`src/rtl/arb_pkg.sv`:
```
// Shared definitions for the N-way arbiter: FSM state encoding and width helper.
package arb_pkg;

  typedef enum logic {
    ST_IDLE  = 1'b0,
    ST_GRANT = 1'b1
  } state_t;

  // Index width that never collapses to zero bits.
  function automatic int unsigned clog2s(input int unsigned n);
    return (n <= 2) ? 1 : $clog2(n);
  endfunction

endpackage

```
`src/rtl/arb_pick.sv`:
```
// Combinational circular priority picker: first set candidate at or after start, wrapping.
module arb_pick
  import arb_pkg::*;
#(
  parameter int unsigned N  = 4,
  parameter int unsigned IW = clog2s(N)
) (
  input  logic [N-1:0]  cand,
  input  logic [IW-1:0] start,
  output logic [N-1:0]  win_c,
  output logic [IW-1:0] idx_c,
  output logic          any_c
);

  logic [N-1:0]  rot;
  logic [IW-1:0] rot_idx;

  // (a + b) mod N, valid because both operands are below N.
  function automatic logic [IW-1:0] wrap(input int unsigned a, input logic [IW-1:0] b);
    int unsigned s;
    s = a + 32'(b);
    if (s >= N) s = s - N;
    return IW'(s);
  endfunction

  // Rotate so that position 0 corresponds to start.
  always_comb begin
    rot = '0;
    for (int unsigned i = 0; i < N; i++) begin
      rot[i] = cand[wrap(i, start)];
    end
  end

  // Lowest set bit of the rotated vector.
  always_comb begin
    any_c   = 1'b0;
    rot_idx = '0;
    for (int unsigned i = 0; i < N; i++) begin
      if (!any_c && rot[i]) begin
        any_c   = 1'b1;
        rot_idx = IW'(i);
      end
    end
  end

  // Un-rotate back to the requester index.
  always_comb begin
    idx_c = wrap(32'(rot_idx), start);
    win_c = any_c ? (N'(1) << idx_c) : '0;
  end

endmodule

```
`src/rtl/arb_rr_n.sv`:
```
// N-way arbiter with registered one-hot grant, fixed or round-robin priority,
// zero-bubble handover and optional maximum-hold preemption.
module arb_rr_n
  import arb_pkg::*;
#(
  parameter int unsigned N       = 4,
  parameter int unsigned RR      = 1,
  parameter int unsigned MAXHOLD = 0
) (
  input  logic                  Clock,
  input  logic                  Resetn,
  input  logic [N-1:0]          r,
  output logic [N-1:0]          g,
  output logic [clog2s(N)-1:0]  gid,
  output logic                  busy
);

  localparam int unsigned IW = clog2s(N);
  localparam int unsigned CW = clog2s(MAXHOLD + 1);
  localparam logic [CW-1:0] MAXC = CW'(MAXHOLD);

  state_t        st, st_d;
  logic [N-1:0]  g_d;
  logic [IW-1:0] gid_d;
  logic          busy_d;
  logic [IW-1:0] last, last_d;
  logic [CW-1:0] cnt, cnt_d;

  logic [N-1:0]  cand;
  logic [IW-1:0] start;
  logic [N-1:0]  win_c;
  logic [IW-1:0] idx_c;
  logic          any_c;
  logic          own_req;
  logic          preempt;

  // The owner is never its own candidate, so handover and preemption skip it.
  assign cand    = r & ~g;
  assign own_req = |(r & g);
  assign start   = (RR == 0) ? '0 :
                   (last == IW'(N - 1)) ? '0 : last + IW'(1);
  assign preempt = (MAXHOLD != 0) && (cnt == MAXC) && any_c;

  arb_pick #(
    .N  (N),
    .IW (IW)
  ) u_pick (
    .cand  (cand),
    .start (start),
    .win_c (win_c),
    .idx_c (idx_c),
    .any_c (any_c)
  );

  // State and output registers.
  always_ff @(posedge Clock or negedge Resetn) begin
    if (!Resetn) begin
      st   <= ST_IDLE;
      g    <= '0;
      gid  <= '0;
      busy <= 1'b0;
      last <= IW'(N - 1);
      cnt  <= '0;
    end else begin
      st   <= st_d;
      g    <= g_d;
      gid  <= gid_d;
      busy <= busy_d;
      last <= last_d;
      cnt  <= cnt_d;
    end
  end

  // Next-state logic.
  always_comb begin
    st_d = st;
    case (st)
      ST_IDLE:  if (|r) st_d = ST_GRANT;
      ST_GRANT: if (!own_req && !any_c) st_d = ST_IDLE;
      default:  st_d = ST_IDLE;
    endcase
  end

  // Next grant, pointer and hold counter.
  always_comb begin
    g_d    = g;
    gid_d  = gid;
    last_d = last;
    cnt_d  = cnt;
    case (st)
      ST_IDLE: begin
        if (any_c) begin
          g_d    = win_c;
          gid_d  = idx_c;
          last_d = idx_c;
          cnt_d  = CW'(1);
        end
      end
      ST_GRANT: begin
        if (own_req && !preempt) begin
          if (cnt < MAXC) cnt_d = cnt + CW'(1);
        end else if (any_c) begin
          g_d    = win_c;
          gid_d  = idx_c;
          last_d = idx_c;
          cnt_d  = CW'(1);
        end else begin
          g_d = '0;
        end
      end
      default: g_d = '0;
    endcase
    busy_d = |g_d;
  end

endmodule

```
`config.mk`:
```
export PLATFORM = sky130hd
export DESIGN_NAME = arb_rr_n
export DESIGN_NICKNAME = d
export VERILOG_FILES = /design/src/rtl/arb_pkg.sv /design/src/rtl/arb_pick.sv /design/src/rtl/arb_rr_n.sv
export SDC_FILE = /design/constraint.sdc
export NUM_CORES = 1
export LEC_CHECK = 0
export BUFFER_PORTS_ARGS = -buffer_cell sky130_fd_sc_hd__buf_2
export CORE_ASPECT_RATIO = 0.75
export CORE_MARGIN = 10
export CORE_UTILIZATION = 40
export CTS_CLUSTER_DIAMETER = 50
export DETAILED_ROUTE_END_ITERATION = 10
export GPL_ROUTABILITY_DRIVEN = 1
export PLACE_DENSITY_LB_ADDON = 0.1
export SYNTH_ARGS = -nofsm -noshare
export SYNTH_HDL_FRONTEND = slang
export SYNTH_SLANG_ARGS = --single-unit
```
`constraint.sdc`:
```
create_clock -name Clock -period 2.55 [get_ports Clock]
set_clock_uncertainty 0.15 [all_clocks]
set_input_delay 0.765 -clock Clock [delete_from_list [all_inputs] [get_ports Clock]]
set_output_delay 0.765 -clock Clock [all_outputs]
set_load 0.02 [all_outputs]
```
==> flow_summary.ini, run 1 <==
[timing]
setup_viol = 0
max_freq_mhz = 421
worst_slew_pin_slew_ns = 0.553
holdWs_ns = 0.192
min_period_ns = 2.38
maxSlewHeadroom_pct = 62.8
fin_crit_sh_pct = 93.2
hold_viol_final = 0
worst_slack_ns = 0.173
rsz0062_at_grt = no
slew_viol_final = 0

[die]
fp.coreArea_um2 = 1810
io_pins = 13
dieArea_um2 = 4170
dieWidth_um = 71.3
num_rows = 13
start_util_pct = 43.8
die_h_um = 58.5

[routing]
vias_per_cell = 5.73
drt-initial-drc-count = 63
avgRoutedWirePerCell_um = 15.7
drc = 0
drtPass1Iterations = 4
routed_wl_mm = 2.05
ant_nets = 0
vias = 751

[setup_path]
reg2reg_from = last[0]
critPathMaxFanout = 5
reg2regPathDepth = 10
worstSetupEndpointType = register
critPathArrivalTime_ns = 2.40
crit_start = last[0]
critPathCapture = g[0]
r2r_end = g[0]
criticalPathCategory = reg2reg
required_ns = 2.58
worstSetupStartpointType = register
r2r_setup_slack_ns = 0.17

[layout]
nNetsFinal = 118
final_cells = 131
antennaDiodeCount = 0
layout-drive-gt1-share_pct = 47.7
syn_to_final_growth_pct = 32.8

[global_routing]
overflow = 0
grt_max_degree = 11
antenna_found_initial = 0
grt_pass1_wl_mm = 3.45
grt_pass1_vias = 726
grt_usage_pct = 10.1

[synthesis]
syn-mean-instance-area_um2 = 9.88
yosysTopAreaCellShare_pct = 25.3
ys_top_cells_by_area = dfrtp_1, dfstp_2, nand2_1
synth_seq_cells = 10
synth-async-reset-ratio_pct = 100
synth_area_um2 = 791
synth_cells = 80
synth.largest_area_cell = dfrtp_1
synth_ff_type = dfrtp_1
synth.distinct_cells = 44
ys_warn_count = 0
synthesis.nets = 88
synth_edf_count = 0
synth-seq-area-share_pct = 32.0

[pwr]
p_leak_nw = 0.460
power_density_nw_per_um2 = 1730
peakVddDrop_mv = 0.952

[cts]
cts-htree-levels = 1
postCtsSetupBuffers = 0
cts_tree = yes
clkSinkCount = 10
cts-root-buf = clkbuf_4
cts_buffer_depth = 2
cts_made_buffers = 3
cts.clk_slew.worst_paths_ns = 0.07
clkLatencyLatePin_ns = 0.27

[place]
pre_cts_ws_ns = -0.0710
gp_congestion = 0.861
dp_cells = 127
dp_hpwl_mm = 1.62
numPortBuffers = 12

[min_path]
worstHoldPathType = in2async

[outcome]
outcome = complete, no violations

[flow_run]
maxCapViolations = 0
[cells in the mapped netlist (2+ instances only)]
library cell,instances
nand3_1,5
ha_1,2
a21oi_1,2
inv_1,2
o31ai_1,2
nand2b_4,2
o21ai_0,3
a31oi_1,2
dfstp_2,2
o21ai_1,2
nor2_1,2
nand2b_1,3
o2111a_1,2
o21a_1,2
nand2_1,11
dfrtp_1,8
[layout make-up]
cell class,instances,area [um2]
clock buffer,4,36.3
fill,165,756
inverter,3,11.3
multi-input combinational,65,549
sequential,10,253
tap,22,27.5
timing repair buffer,27,173
[metal layers]
metal / global-route usage, % / part of all wire, % / routed length (um) / vias up
li1: - / - / - / 369
met4: 1.65 / 0 / 0 / 0
met2: 13.9 / 41 / 846 / 25
met5: 0 / 0 / 0 / -
met1: 13.9 / 50 / 1020 / 357
met3: 5.03 / 9.1 / 187 / 0
[worst min-delay path by stage]
| stage | start | end | slack [ns] |
|---|---|---|---|
| floorplan | last[0] | last[0] | 0.30 |
| global placement | gid[0] | gid[0] | 0.30 |
| detailed placement | gid[0] | gid[0] | 0.32 |
| CTS | Resetn | g[0] | 0.20 |
| global route | Resetn | g[3] | 0.19 |
| finish | Resetn | g[3] | 0.19 |
[report_power, final]
| group | switching (mW) | internal [mW] | total, mW |
|---|---|---|---|
| logic | 0.744 | 0.616 | 1.36 |
| clock network | 0.0595 | 0.0867 | 0.146 |
| registers | 0.0615 | 0.246 | 0.308 |
| total | 0.865 | 0.949 | 1.81 |
[cell families after synthesis]
family,after synthesis,share of synthesized area [%]
and+or+nand+nor,32,24.5
AOI/OAI and AO/OA,29,34.0
DFF,10,32.0
buffers and inverters,5,4.11
xor gates and xnor gates,2,2.22
adders and majority gates,2,3.16
[worst max-delay path: stages (launching register included)]
cell and delay (ns):
dfstp_2 0.55, ha_1 0.14, or2_4 0.12, inv_2 0.05, o311ai_0 0.30, o21ai_1 0.11
nand3_1 0.13, ha_4 0.20, xor2_4 0.17, a21oi_1 0.10, o32ai_2 0.27
[state kept, by name, indices dropped and copies added (netlist names)]
signal and count:
st 1, gid 2, last 2, g 4
busy 1
[timing repair]
item / 4_1_cts / 5_1_grt
endpoints found under the setup margin: 0 / 6
hold endpoints to repair: 0 / 0
hold buffers: 0 / 0
gates resized for setup: 0 / 7
[stage by stage]
stage	setup TNS [ns]	area [um2]	util, %	power (mW)
3_5_place_dp	-0.192	970	53.7	1.49
2_1_floorplan	0	791	-	1.18
4_1_cts	0	1010	55.7	1.64
5_1_grt	0	1050	58.1	1.96
3_3_place_gp	-0.0721	970	53.7	1.48
6_report	0	1050	58.1	1.81
[cells in the final DEF (no fill, tap or decap), drive strengths merged, types with 2 or more instances in the layout]
master,netlist,final
dfstp,2,2
nand2b,5,5
o31ai,3,3
nor3,2,2
dfrtp,8,8
o21a,3,3
o2111a,2,2
a31oi,2,2
nand3,5,5
inv,3,3
nor2,2,2
nand2,11,11
clkbuf,0,4
a2111oi,2,2
buf,1,27
o21ai,5,5
nor2b,3,3
ha,2,2
a21oi,3,3
o41ai,2,2
Note: power is estimated with default switching activity, not from simulation.
==> run 2: changes to the inputs <==
Settings changed: RECOVER_POWER set to 25.
==> run 2 against run 1 <==
Register-to-register slack about the same. Maximum frequency unchanged. Global-route usage unchanged. Setup slack unchanged. Total power about the same. Critical path type unchanged. Critical endpoint unchanged. Largest power group unchanged.
==> flow_summary.ini, run 2 (synthesized netlist as in run 1, its figures left out) <==
[cts]
clkLatencyLatePin_ns = 0.27
clkSinkCount = 10
hold_buffers = 0
cts-htree-levels = 1
cts-root-buf = clkbuf_4
cts_tree = yes
cts_buffer_depth = 2
cts.clk_slew.worst_paths_ns = 0.07
postCtsResizedCells = 0
cts_made_buffers = 3
postCtsSetupBuffers = 0

[die]
die_h_um = 58.5
io_pins = 13
dieWidth_um = 71.3
num_rows = 13
fp.coreArea_um2 = 1810
dieArea_um2 = 4170
start_util_pct = 43.8

[setup_path]
critPathMaxFanout = 5
path_buf_inv = 1
criticalPathCategory = reg2reg
slowest_delay_ns = 0.55
worstSetupEndpointType = register
cp_cell_sequence = ha_1, or2_4, inv_2, o311ai_0, o21ai_1, nand3_1, ha_4, xor2_4, a21oi_1, o32ai_2
cp_top_family = compound AO/OA/AOI/OAI gates
worst_path_max_delay_cell = dfstp_2
required_ns = 2.58
worstSetupStartpointType = register
critPathArrivalTime_ns = 2.40

[layout]
syn_to_final_growth_pct = 32.6
final_cell_mix = buf_4, nand2_1, buf_2, dfrtp_1, nand3_1
antennaDiodeCount = 0
layout-drive-gt1-share_pct = 46.8
reg_top3 = g x4, gid x2, last x2
fillers = 164
largest_reg_flops = 4
final_cell_area_um2 = 1050
nNetsFinal = 118
largest-register = g
final_common_cell = buf_4

[routing]
vias = 750
drt-initial-drc-count = 63
drtPass1Iterations = 4
routed_wl_mm = 2.05
vias_per_cell = 5.73
ant_nets = 0
drc = 0
avgRoutedWirePerCell_um = 15.7

[global_routing]
overflow = 0
antenna_found_initial = 0
grt_usage_pct = 10.1
grt_pass1_wl_mm = 3.45
grt_pass1_vias = 726
grt_max_degree = 11

[min_path]
worstHoldPathType = in2async

[pwr]
p_leak_nw = 0.457
power_density_nw_per_um2 = 1730
peakVddDrop_mv = 0.952
fin_total_pwr_mw = 1.81

[timing]
rsz0062_at_grt = no
hold_viol_final = 0
min_period_ns = 2.38
max_freq_mhz = 421
worst_slew_pin_slew_ns = 0.553
setup_viol = 0
maxSlewHeadroom_pct = 62.8
fin_crit_sh_pct = 93.2
slew_viol_final = 0

[outcome]
outcome = complete, no violations

[flow_run]
maxCapViolations = 0

[place]
dp_hpwl_mm = 1.62
numPortBuffers = 12
gp_congestion = 0.861
postPlaceCellArea_um2 = 970
## run 2: final cells by class
type | instances | area [um2] | share of cell area [%]
inverters | 3 | 11.3 | 1.07
repair buffers | 27 | 171 | 16.3
multi-input cells | 65 | 549 | 52.4
well taps | 22 | 27.5 | 2.63
flip-flops and latches | 10 | 253 | 24.1
clock buffers | 4 | 36.3 | 3.46
## run 2: where the power goes
group          switching, mW  internal, mW  total, mW
Clock                 0.0595        0.0867      0.146
Combinational          0.744         0.616       1.36
Sequential            0.0615         0.246      0.308
## run 2: worst reg2reg max path, cell delays in order (launching register included)
cell and delay (ns):
dfstp_2 0.55, ha_1 0.14, or2_4 0.12, inv_2 0.05, o311ai_0 0.30, o21ai_1 0.11
nand3_1 0.13, ha_4 0.20, xor2_4 0.17, a21oi_1 0.10, o32ai_2 0.27
## run 2: worst paths after layout
check / startpoint / to / slack, ns / cells after the start
setup / recovery: last[0] / g[0] / 0.17 / 10
hold / removal: Resetn / g[3] / 0.30 / 1
setup reg to reg: last[0] / g[0] / 0.17 / 10
hold reg to reg: last[0] / last[0] / 0.33 / 2
max in group asynchronous: Resetn / last[0] / 1.57 / 1
min in group Clock: last[0] / last[0] / 0.33 / 2
## run 2: metal layers
layer,vias to the layer above,GRT usage (%),wire (um)
met3,0,5.03,186
met2,25,13.9,846
met5,-,0,0
li1,369,-,-
met4,0,1.65,0
met1,356,13.9,1020
## run 2: per-stage QoR
| step | setup TNS [ns] | cells | setup slack [ns] | util [%] | hold WS, ns |
|---|---|---|---|---|---|
| floorplan | 0 | 80 | 0.118 | - | 0.299 |
| global placement | -0.0721 | 127 | -0.0402 | 53.7 | 0.304 |
| detailed placement | -0.192 | 127 | -0.0710 | 53.7 | 0.324 |
| CTS | 0 | 131 | 0.0525 | 55.7 | 0.200 |
| global route | 0 | 131 | 0.00576 | 58.1 | 0.327 |
| finish | 0 | 131 | 0.173 | 58.1 | 0.299 |
